<file path="src/rtl/subtractor_pkg.sv">
// rtl/subtractor_pkg.sv - shared widths and FSM encodings for the serial subtractor
package subtractor_pkg;

  localparam int WIDTH = 4;
  localparam int IDX_W = 2;

  localparam logic [1:0] ST_IDLE = 2'd0;
  localparam logic [1:0] ST_RUN  = 2'd1;
  localparam logic [1:0] ST_DONE = 2'd2;

  // A new operation may be accepted from IDLE or from DONE (back-to-back).
  function automatic logic can_accept(input logic [1:0] st);
    return (st == ST_IDLE) || (st == ST_DONE);
  endfunction

endpackage

</file>
<file path="src/rtl/subtractor_full.sv">
// rtl/subtractor_full.sv - single-bit full subtractor cell
module subtractor_full (
  output logic diff,
  output logic outborrow,
  input  logic a,
  input  logic b,
  input  logic inborrow
);

  assign diff      = a ^ b ^ inborrow;
  assign outborrow = (~a & b) | (~(a ^ b) & inborrow);

endmodule

</file>
<file path="src/rtl/subtractor_serial_4_bit.sv">
// rtl/subtractor_serial_4_bit.sv - bit-serial 4-bit subtractor, LSB first, one bit per clock
module subtractor_serial_4_bit
  import subtractor_pkg::*;
(
  input  logic             clk,
  input  logic             rst,
  input  logic             start,
  input  logic [WIDTH-1:0] num1,
  input  logic [WIDTH-1:0] num2,
  input  logic             inborrow,
  output logic [WIDTH-1:0] diff,
  output logic             outborrow,
  output logic             busy,
  output logic             done
);

  logic [1:0]       state;
  logic [WIDTH-1:0] a_reg;
  logic [WIDTH-1:0] b_reg;
  logic [WIDTH-1:0] acc;
  logic [IDX_W-1:0] idx;
  logic             borrow;
  logic             cell_d;
  logic             cell_bout;
  logic             accept;
  logic             last_bit;

  subtractor_full u_cell (
    .diff      (cell_d),
    .outborrow (cell_bout),
    .a         (a_reg[idx]),
    .b         (b_reg[idx]),
    .inborrow  (borrow)
  );

  assign accept   = start && can_accept(state);
  assign last_bit = (idx == IDX_W'(WIDTH - 1));

  // Bits accumulate in acc; diff/outborrow only change on the final bit so
  // the previous result stays visible for the whole run.
  always_ff @(posedge clk or posedge rst) begin
    if (rst) begin
      state     <= ST_IDLE;
      a_reg     <= '0;
      b_reg     <= '0;
      acc       <= '0;
      idx       <= '0;
      borrow    <= 1'b0;
      diff      <= '0;
      outborrow <= 1'b0;
    end else if (accept) begin
      state  <= ST_RUN;
      a_reg  <= num1;
      b_reg  <= num2;
      borrow <= inborrow;
      idx    <= '0;
    end else begin
      case (state)
        ST_RUN: begin
          acc[idx] <= cell_d;
          borrow   <= cell_bout;
          idx      <= idx + IDX_W'(1);
          if (last_bit) begin
            state     <= ST_DONE;
            diff      <= {cell_d, acc[WIDTH-2:0]};
            outborrow <= cell_bout;
          end
        end
        ST_DONE: state <= ST_IDLE;
        default: state <= ST_IDLE;
      endcase
    end
  end

  assign busy = (state == ST_RUN);
  assign done = (state == ST_DONE);

endmodule

</file>
<file path="config.mk">
export PLATFORM = sky130hd
export DESIGN_NAME = subtractor_serial_4_bit
export DESIGN_NICKNAME = d
export VERILOG_FILES = /design/src/rtl/subtractor_pkg.sv /design/src/rtl/subtractor_full.sv /design/src/rtl/subtractor_serial_4_bit.sv
export SDC_FILE = /design/constraint.sdc
export NUM_CORES = 1
export LEC_CHECK = 0
export ABC_AREA = 0
export CAP_MARGIN = 20
export CORE_UTILIZATION = 45
export CTS_CLUSTER_SIZE = 8
export DETAILED_ROUTE_END_ITERATION = 12
export HOLD_SLACK_MARGIN = 0.15
export PLACE_DENSITY = 0.77
export SLEW_MARGIN = 15
export SYNTH_ARGS = -nofsm -noshare
export SYNTH_HDL_FRONTEND = slang
export SYNTH_SLANG_ARGS = --single-unit
</file>
<file path="constraint.sdc">
create_clock -name clk -period 2.42 [get_ports clk]
set_input_delay 0.484 -clock clk [delete_from_list [all_inputs] [get_ports clk]]
set_output_delay 0.484 -clock clk [all_outputs]
set_load 0.1 [all_outputs]
</file>
==> results of run 1 <==
[worst max path at each step]
stage | startpoint | end | slack (ns) | cells after the start
6_report | idx[0]$_DFFE_PP0P_ | acc[1]$_DFFE_PP0P_ | 0.42 | 3
5_1_grt | idx[0]$_DFFE_PP0P_ | acc[0]$_DFFE_PP0P_ | 0.33 | 4
4_1_cts | idx[0]$_DFFE_PP0P_ | acc[1]$_DFFE_PP0P_ | 0.40 | 3
3_5_place_dp | idx[0]$_DFFE_PP0P_ | acc[1]$_DFFE_PP0P_ | 0.41 | 3
3_3_place_gp | idx[0]$_DFFE_PP0P_ | acc[0]$_DFFE_PP0P_ | 0.50 | 3
2_1_floorplan | state[0]$_DFFE_PP0P_ | done | 0.1 | 2
[layout make-up]
class	count	area (um2)	area share, %
flip-flops and latches	21	526	43.4
repair buffers	20	178	14.7
well taps	27	33.8	2.79
multi-input cells	42	422	34.8
inverters	7	26.3	2.17
clock buffers	4	26.3	2.17
[cell usage in the layout, fill, tap and decap left out, drive strengths merged]
master / instances
nand2: 6
dfrtp: 21
fa: 1
a21o: 1
clkbuf: 4
xnor2: 1
mux4: 2
a211oi: 1
nand3b: 1
o31ai: 2
buf: 9
mux2: 17
nor2b: 4
clkdlybuf4s50: 11
ha: 4
o21ai: 1
a21oi: 1
inv: 7
[cell usage after synthesis (all sizes together)]
master	n	area share, %
o31ai	2	1.5
nand3b	1	1.1
a211oi	1	0.76
nor2b	4	3.3
inv	7	2.7
dfrtp	21	53
mux2	17	19
xnor2	1	0.89
a21oi	1	0.51
mux4	2	4.6
a21o	1	0.76
ha	4	5.1
buf	2	1.5
nand2	6	2.3
fa	1	2.0
o21ai	1	0.51
[critical path: stages, from the launching register on]
cell     delay [ns]
dfrtp_1        0.50
mux4_2         0.56
fa_1           0.54
mux2_2         0.30
[kinds of logic after synthesis]
kind of cell	Yosys count	synth area share, %
compound gates	6	4.05
xor+xnor	1	0.886
fa+ha+maj	5	7.09
buf+inv	9	4.18
flops	21	53.2
mux	19	23.9
simple gates	11	6.71
[through the flow]
| stage | worst slack, ns | util, % | hold slack [ns] | std cells |
|---|---|---|---|---|
| floorplan | 0.0951 | - | 0.461 | 72 |
| global placement | 0.500 | 58.6 | 0.487 | 117 |
| detailed placement | 0.413 | 58.6 | 0.483 | 117 |
| CTS | 0.397 | 59.9 | 0.497 | 121 |
| global route | 0.329 | 59.9 | 0.522 | 121 |
| finish | 0.421 | 59.9 | 0.496 | 121 |
[per-layer routing]
metal / GRT usage (%) / part of all wire, % / vias up / wire length [um]
met5: 0 / 0 / - / 0
li1: - / - / 293 / -
met2: 28.0 / 50 / 15 / 780
met4: 5.88 / 0.64 / 0 / 10
met3: 4.67 / 3.5 / 2 / 54
met1: 18.9 / 46 / 298 / 708
==> impl_metrics.yaml, run 1 <==
synth:
  ys_warn_count: 0
  syn_area_per_cell_um2: 13.7
  synthesis.nets: 89
  synthCells: 72
  ys_types: 17
  synth_area_um2: 988
  synth_seq_area_share_pct: 53.2
  ys_seq_elements: 21
drt:
  drtIter0Drc: 3
  wl_per_cell_um: 12.8
  remaining_drc_errors: 0
  vias: 608
  drt-pass1-iter-count: 4
  drt-vias-per-instance: 5.02
  drt-total-wl_um: 1550
  ant_nets: 0
timing:
  fin_tns_setup_ns: 0
  rsz0062_at_grt: "false"
  tightest_slew_ns: 0.320
  maxSlewViolCount: 0
  max_freq_mhz: 500
  fin_skew_ns: 0.00305
  slew_headroom_pct: 78.6
  fin_crit_ns: 2.00
  fin_crit_sh_pct: 82.6
  hold_viol_final: 0
  setup_viol: 0
die:
  fp-row-count: 16
  num_io_pins: 19
  start_util_pct: 48.9
  die_w_um: 48.9
  coreArea_um2: 2020
  die_area_um2: 2390
  die_height_um: 48.9
setup_path:
  required_ns: 2.61
  reg2reg_to: "acc[1]$_DFFE_PP0P_"
  worstRegToRegCells: 3
  arrival_ns: 2.19
  cp-start-kind: "flip-flop"
  r2r_slack_ns: 0.42
  cp-end-kind: "flip-flop"
  crit_type: "reg2reg"
  critPathMaxFanout: 6
  rr_startpoint: "idx[0]$_DFFE_PP0P_"
placed_design:
  port_buffers: 18
  routabilityCongestion: 0.800
  hpwl_um: 1240
  place_area_um2: 1180
flow_run:
  cap_violations: 0
clock_network:
  clk_pin_slew_worst_paths_ns: 0.10
  cts_tree: "yes"
  root_buffer: "clkbuf_4"
  cts_setup_buffers: 0
  cts_repair_resize_count: 0
  cts_sinks: 21
  clk_latency_ns: 0.29
  cts_max_path_buffers: 2
  cts_hold_buffers: 0
  htreeDepth: 1
  cts_buffers: 3
layout:
  final_nets: 112
  syn_to_final_growth_pct: 22.5
  drive_gt1_share_pct: 35.1
  antennaDiodeCount: 0
  fillerInstances: 164
  stdcell_area_um2: 1210
grt:
  overflow: 0
  grt_pass1_vias: 623
  globalRouteTotalUtil_pct: 16.2
  antenna_found_initial: 0
  grt_max_degree: 22
  grt_first_pass_wirelength_um: 2890
min_path:
  hold_path_class: "in2async"
status:
  outcome: "finished clean"
Power of run 1 is not shown: default switching activity piles up to over one toggle a cycle in this logic, so the estimate is an artifact.
==> run 2, diff against run 1 <==
--- a/config.mk
+++ b/config.mk
@@ -11,7 +11,7 @@
 export CTS_CLUSTER_SIZE = 8
 export DETAILED_ROUTE_END_ITERATION = 12
 export HOLD_SLACK_MARGIN = 0.15
-export PLACE_DENSITY = 0.77
+export PLACE_DENSITY = 0.8
 export SLEW_MARGIN = 15
 export SYNTH_ARGS = -nofsm -noshare
 export SYNTH_HDL_FRONTEND = slang
==> constraint.sdc (replaced) <==
create_clock -name clk -period 1.63 [get_ports clk]
set_input_delay 0.326 -clock clk [delete_from_list [all_inputs] [get_ports clk]]
set_output_delay 0.326 -clock clk [all_outputs]
set_load 0.1 [all_outputs]
==> impl_metrics.yaml, run 2 (same netlist as run 1, synthesis figures left out) <==
status:
  outcome: "finished with violations"
  violations: "negative setup slack"
layout:
  drive_gt1_share_pct: 48.0
  multi_input_area_um2: 438
  syn_to_final_growth_pct: 38.5
  final_nets: 118
  fillerInstances: 151
  antennaDiodeCount: 0
  layout_common_cells: "dfrtp_1, mux2_2, clkdlybuf4s50_1, buf_12, buf_4"
  final_common_cell: "dfrtp_1"
  stdcell_area_um2: 1370
  seqCellArea_um2: 529
clock_network:
  clk_latency_ns: 0.30
  cts_buffers: 3
  cts_sinks: 21
  root_buffer: "clkbuf_4"
  cts_tree: "yes"
  clk_pin_slew_worst_paths_ns: 0.12
  cts_hold_buffers: 0
  cts_max_path_buffers: 2
  htreeDepth: 1
grt:
  overflow: 0
  gr-max-usage-layer: "met2"
  globalRouteTotalUtil_pct: 17.0
  grt.met3_usage_pct: 3.74
  grtUsageMet1_pct: 19.4
  antenna_found_initial: 0
  use_met2_pct: 30.3
  grt_first_pass_wirelength_um: 2960
  grt_max_degree: 22
  grt_pass1_vias: 651
die:
  fp-row-count: 16
  die_area_um2: 2390
  die_w_um: 48.9
  num_io_pins: 19
  start_util_pct: 48.9
  die_height_um: 48.9
  coreArea_um2: 2020
placed_design:
  port_buffers: 18
  hpwl_um: 1330
  place_area_um2: 1310
  routabilityCongestion: 0.738
  pre_cts_slack_ns: -0.206
min_path:
  hold_path_class: "in2async"
drt:
  drt-pass1-iter-count: 3
  remaining_drc_errors: 0
  ant_nets: 0
  drt-vias-per-instance: 4.83
  vias: 614
  drtIter0Drc: 1
  wl_per_cell_um: 13.1
  drt-total-wl_um: 1670
timing:
  maxSlewViolCount: 0
  slew_headroom_pct: 82.4
  tightest_slew_ns: 0.262
  setup_viol: 5
  max_freq_mhz: 547
  fin_skew_ns: 0.00763
  fin_crit_sh_pct: 112
  rsz0062_at_grt: "true"
  fin_ws_ns: -0.197
  hold_viol_final: 0
  fin_crit_ns: 1.83
setup_path:
  required_ns: 1.83
  cp-start-kind: "flip-flop"
  crit_type: "reg2reg"
  critPathMaxFanout: 4
  cp-end-kind: "flip-flop"
  arrival_ns: 2.02
flow_run:
  cap_violations: 0
run 2: cell count changes in the layout (fill, tap and decap cells not counted), moves of 2 or more:
| cell | before | now |
|---|---|---|
| buf_12 | 0 | 7 |
| dfrtp_1 | 21 | 18 |
| dfrtp_2 | 0 | 3 |
| buf_4 | 9 | 7 |
run 2: metal layers:
layer / wire length (um) / part of all wire [%] / vias up
met3: 43 / 2.6 / 0
met4: 0 / 0 / 0
li1: - / - / 301
met1: 704 / 42 / 298
met5: 0 / 0 / -
met2: 918 / 55 / 15
run 2: final timing paths:
path / slack (ns) / to / start / depth (start not counted)
hold reg to reg: 0.52 / b_reg[0]$_DFFE_PP0P_ / b_reg[0]$_DFFE_PP0P_ / 1
min in group clk: 0.52 / b_reg[0]$_DFFE_PP0P_ / b_reg[0]$_DFFE_PP0P_ / 1
max in group asynchronous: 1.05 / state[0]$_DFFE_PP0P_ / rst / 3
setup reg to reg: -0.20 / acc[1]$_DFFE_PP0P_ / idx[0]$_DFFE_PP0P_ / 4
setup / recovery: -0.20 / acc[1]$_DFFE_PP0P_ / idx[0]$_DFFE_PP0P_ / 4
hold / removal: 0.34 / b_reg[2]$_DFFE_PP0P_ / rst / 3
run 2: final cells by class:
type	instances	area share [%]
inverters	7	1.92
clock inverters	1	0.366
repair buffers	26	22.9
flip-flops and latches	21	38.7
multi-input cells	42	32.0
well taps	27	2.47
clock buffers	3	1.65
run 2: timing repair:
action | 4_1_cts | 5_1_grt
setup endpoints to repair | 7 | 8
buffers inserted | 1 | 3
gates resized for setup | 7 | 2
pin swaps | 3 | 1
run 2: worst max-delay path, cell delays in order, from the launching register on:
cell and delay [ns]:
dfrtp_2 0.41, mux4_2 0.51, inv_2 0.07, fa_2 0.45, mux2_2 0.28
run 2: through the flow:
stage,instances,hold slack (ns),TNS (ns),util [%]
finish,127,0.340,-0.922,67.7
global route,127,0.354,-1.20,67.7
floorplan,72,0.302,-0.881,-
detailed placement,121,0.494,-1.02,64.6
global placement,121,0.491,-0.849,64.6
CTS,125,0.342,-0.960,66.9
Power of run 2 is left out for the same reason.
==> RTL edit 1, RTL diff (config.mk and constraints of run 2) <==
Set the package constant `WIDTH` to 5 (it was 4).
--- a/src/rtl/subtractor_pkg.sv
+++ b/src/rtl/subtractor_pkg.sv
@@ -1,7 +1,7 @@
 // rtl/subtractor_pkg.sv - shared widths and FSM encodings for the serial subtractor
 package subtractor_pkg;
 
-  localparam int WIDTH = 4;
+  localparam int WIDTH = 5;
   localparam int IDX_W = 2;
 
   localparam logic [1:0] ST_IDLE = 2'd0;
Ports: changed (resized diff, num1 and num2); port bits go from 19 to 22. No check against the original RTL was run, so the function may have changed too.
==> RTL edit 1 against run 2 <==
The run still ends with setup timing left. Area after synthesis rose by 1.8%. Critical path type unchanged. Setup slack worse by 0.019 ns. Global-route usage down 0.58 points. Design area increased by 2.0%. Sequential cell count up 1. Critical path depth unchanged. Wire length shrank 1.7%.
Power is not shown: default switching activity piles up to over one toggle a cycle in this logic, so the estimate is an artifact.
==> RTL edit 1: results (changes against run 2) <==
- Status: complete, but fails checks (unchanged)
- Failing checks: setup timing (unchanged)
- Largest net degree at the start of global routing: 23 (was 22)
- Synth unique cells: 18 (was 17)
- Min-delay worst type: in -> async (unchanged)
- Final setup margin: -0.216 ns (was -0.197 ns)
- Crit path from: idx[0] (unchanged)
- Worst EP arrival: 2.05 ns (was 2.02 ns)
- Layout net count: 118 (unchanged)
- Clk slew on worst S/H paths: 0.12 ns (about the same)
- DRT Pass-1 Iters: 1 (was 3)
- Initial antenna violation count: 0 (unchanged)
- GPL Wtd Cong: 0.758 (was 0.738)
- Post-detail-place hpwl: 1.27 mm (was 1.33 mm)
- Number of global-route vias before repair: 686 (was 651)
- Total number of H-tree levels: 1 (unchanged)
- Total CTS buffers: 3 (unchanged)
- Syn_nets: 90 (was 89)
- First-pass GRT wire length: 3.01 mm (was 2.96 mm)
- Top cells by area, synth: dfrtp_1, mux2_2, ha_1 (unchanged)
- Ys Warns: 0 (unchanged)
- IO Port Bufs: 19 (was 18)
- RR Startpoint: idx[0] (unchanged)
- Sum Neg Setup Slack: -0.914 ns (was -0.922 ns)
- Crit-path max FO: 4 (unchanged)
- Worst-skew pair later-pin latency: 0.31 ns
- Seq/Total Area, Yosys: 0.547 (was 0.532)
- Clock Skew: 0.00378 ns (was 0.00763 ns)
- CTS Root Cell: clkbuf_4 (unchanged)
- Post-synth ARST share: 1.00 (unchanged)
- Tot GR Track Use: 0.164 (was 0.170)
- Iteration-0 DRC Markers: 0 (was 1)
- Avg Cell Area, Syn: 14.2 um^2 (was 13.7 um^2)
- # diodes: 0 (unchanged)
- Endpoints failing setup: 5 (unchanged)
- Post-place setup slack: -0.233 ns (was -0.206 ns)
- Synth top cells by count: dfrtp_1, mux2_2, inv_1, ha_1 (was dfrtp_1, mux2_2, inv_1, nand2_1, ha_1)
- Vias post-DR: 620 (was 614)
- Drt wl/cell: 13.1 um (about the same)
- Clock tree buffer depth: 2 (unchanged)
- Filler cells: 144 (was 151)
- Fin cells: 125 (was 127)
- Share of layout cells above drive strength 1: 0.480 (about the same)
- Worst-Margin Slew: 0.290 ns (was 0.262 ns)
## RTL edit 1: cell types whose count changed after synthesis, sizes merged
cell	delta
dfrtp	+1
xnor2	-1
buf	+1
nand2	-2
a211oi	-1
o31ai	-2
inv	+1
nor2	+1
nor2b	-1
a22o	+2
## RTL edit 1: critical path, cell delays in order (launching register included)
cell and delay, ns:
dfrtp_2 0.41, mux4_2 0.52, inv_2 0.07, fa_2 0.46
mux2_4 0.28
## RTL edit 1: per-stage QoR
step | instance area (um^2) | utilization | hold WS (ns)
finish | 1400 | 0.691 | 0.353
global route | 1400 | 0.691 | 0.380
CTS | 1390 | 0.685 | 0.373
detailed placement | 1340 | 0.662 | 0.498
global placement | 1340 | 0.662 | 0.487
floorplan | 1010 | - | 0.315
## RTL edit 1: cells by family (layout without fill, tap and decap cells)
kind of cell | Yosys count | in the layout | share of synthesized area
flops | 22 | 22 | 0.547
mux | 19 | 19 | 0.246
compound gates | 5 | 5 | 0.0348
simple gates | 9 | 9 | 0.0522
buf+inv | 11 | 38 | 0.0497
fa+ha+maj | 5 | 5 | 0.0697
## RTL edit 1: routing by layer
layer	global-route usage	share of wire	vias to the layer above
met5	0	0	-
met4	0.0735	0.018	0
met3	0.0218	0.033	5
met2	0.311	0.54	17
met1	0.178	0.41	309
li1	-	-	289
## RTL edit 1: final timing paths
path | to | cells after the start
min reg2reg | acc[1] | 1
max | acc[2] | 4
min | diff[2] | 3
max reg2reg | acc[2] | 4
max in group asynchronous | idx[0] | 3
min in group clk | acc[1] | 1
## RTL edit 1: timing repair
action | CTS | global route
buffers inserted | 1 | 0
gates resized for setup | 2 | 3
endpoints found under the setup margin | 5 | 6
pin swaps | 1 | 1
## RTL edit 1: layout make-up
type,count,area share
Sequential cell,22,0.395
Multi-Input combinational cell,38,0.299
Tap cell,27,0.0242
Clock buffer,4,0.0260
Inverter,8,0.0215
Timing Repair Buffer,26,0.234
==> RTL edit 2, RTL diff (flow settings as in run 2) <==
Without the edit above. Reset style: synchronous (`rst`), changed in one clocked block.
--- a/src/rtl/subtractor_serial_4_bit.sv
+++ b/src/rtl/subtractor_serial_4_bit.sv
@@ -38,7 +38,7 @@
 
   // Bits accumulate in acc; diff/outborrow only change on the final bit so
   // the previous result stays visible for the whole run.
-  always_ff @(posedge clk or posedge rst) begin
+  always_ff @(posedge clk) begin
     if (rst) begin
       state     <= ST_IDLE;
       a_reg     <= '0;
Formal check against the unedited RTL: differs if rst is asserted again (counterexample within 4 cycles, from zero or initial values and one cycle with rst high); with rst held inactive, the same outputs for 10 cycles.
==> RTL edit 2 against run 2 <==
The run still ends with setup timing left. Wire length up 10%. Die area fell by 4.9%. Non-clock buffer count shrank 2. Area after synthesis is 5.1% lower. Sequential cell count unchanged. Synthesized cell count increased by 40%. Cell count rose by 17%. Design area fell by 6.7%. Setup slack gained 0.088 ns. First-iteration DRC count rose to 12 times the old value.
Power is left out: it rests on default switching activity, and per cell area and clock period it moved more than threefold.
==> RTL edit 2: results (changes against run 2) <==
- Status: complete, but fails checks (unchanged)
- Failing checks: setup timing (unchanged)
- GR Util met2: 0.304 (was 0.303)
- Post-CTS sizing: 2 (was 7)
- # diodes: 0 (unchanged)
- Seq/Total Area, Yosys: 0.448 (was 0.532)
- Via-to-Cell Ratio: 4.98 (was 4.83)
- Endpoints failing setup: 5 (unchanged)
- DP Area: 1240 um^2 (was 1310 um^2)
- Worst EP arrival: 1.99 ns (was 2.02 ns)
- Synth unique cells: 25 (was 17)
- GPL Wtd Cong: 0.711 (was 0.738)
- Iteration-0 DRC Markers: 12 (was 1)
- First-pass GRT wire length: 2.82 mm (was 2.96 mm)
- Max incr delay on CP: 0.59 ns (was 0.51 ns)
- Layout net count: 140 (was 118)
- Avg Cell Area, Syn: 9.29 um^2 (was 13.7 um^2)
- Worst-skew pair later-pin latency: 0.30 ns (about the same)
- Post-synthesis adder-cell area fraction: 0.0747 (was 0.0709)
- DRC Markers: 0 (unchanged)
- Number of global-route vias before repair: 670 (was 651)
- Grt met3 use: 0.0377 (was 0.0374)
- Mux cell area share after synthesis: 0.0587 (was 0.239)
- Hold path start: b_reg[3]
- Vias post-DR: 742 (was 614)
- Post-place setup slack: -0.0867 ns (was -0.206 ns)
- Min-delay worst type: reg -> reg (was in -> async)
- Filler cells: 164 (was 151)
- Setup crit end: acc[1] (unchanged)
- Clock tree buffer depth: 2 (unchanged)
- Worst path slowest cell: fa_2 (was mux4_2)
- Met1 wire length: 849 um (was 704 um)
- Drt wl/cell: 12.3 um (was 13.1 um)
- Family with the most delay on the worst path: adder cells (was multiplexers)
- Final setup margin: -0.110 ns (was -0.197 ns)
- IO Port Bufs: 18 (unchanged)
- Crit path from: idx[0] (unchanged)
- Post-synth ARST share: 0 (was 1.00)
- Tot GR Track Use: 0.180 (was 0.170)
- Metal2 WL: 924 um (was 918 um)
- Worst-Margin Slew: 0.286 ns (was 0.262 ns)
- Share of layout cells above drive strength 1: 0.238 (was 0.480)
- Syn_nets: 118 (was 89)
- Top routing layer in use: met4 (was met3)
- Placed insts: 145 (was 121)
- Crit-path max FO: 4 (unchanged)
- Met3 Wirelength: 36 um (was 43 um)
- Post-synthesis compound-gate area fraction: 0.148 (was 0.0405)
- Clock Skew: 0.00426 ns (was 0.00763 ns)
- Top cells by area, synth: dfxtp_1, a21oi_1, nand2_1 (was dfrtp_1, mux2_2, ha_1)
- # Post-CTS Setup Buffers: 0 (was 1)
- Synth top cells by count: dfxtp_1, nand2_1, a21oi_1, nand3_1 (was dfrtp_1, mux2_2, inv_1, nand2_1, ha_1)
- Met1 usage: 0.215 (was 0.194)
- Total number of H-tree levels: 1 (unchanged)
- CTS Root Cell: clkbuf_4 (unchanged)
- Reg2reg path depth: 4 (unchanged)
- Largest net degree at the start of global routing: 22 (unchanged)
- Xor/xnor cell area share of the yosys netlist: 0.00933 (was 0.00886)
- Post-detail-place hpwl: 1.35 mm (was 1.33 mm)
- DRT Pass-1 Iters: 4 (was 3)
## RTL edit 2: changes by cell type after synthesis, sizes merged, moves of 7 or more
cell | before | now
a21oi | 1 | 17
nand3 | 0 | 7
mux2 | 17 | 0
nand2 | 6 | 20
dfxtp | 0 | 21
dfrtp | 21 | 0
## RTL edit 2: per-stage QoR
stage | hold WS, ns | utilization | setup TNS (ns)
2_1_floorplan | 0.395 | - | -0.108
3_3_place_gp | 0.446 | 0.632 | -0.151
5_1_grt | 0.478 | 0.651 | -0.755
4_1_cts | 0.467 | 0.649 | -0.460
6_report | 0.464 | 0.651 | -0.430
3_5_place_dp | 0.451 | 0.632 | -0.374
## RTL edit 2: layout make-up
| type | instances | area [um^2] | area share |
|---|---|---|---|
| Timing Repair Buffer | 24 | 308 | 0.241 |
| Multi-Input combinational cell | 69 | 470 | 0.368 |
| Inverter | 4 | 15.0 | 0.0118 |
| Clock buffer | 4 | 26.3 | 0.0206 |
| Tap cell | 27 | 33.8 | 0.0264 |
| Sequential cell | 21 | 424 | 0.332 |
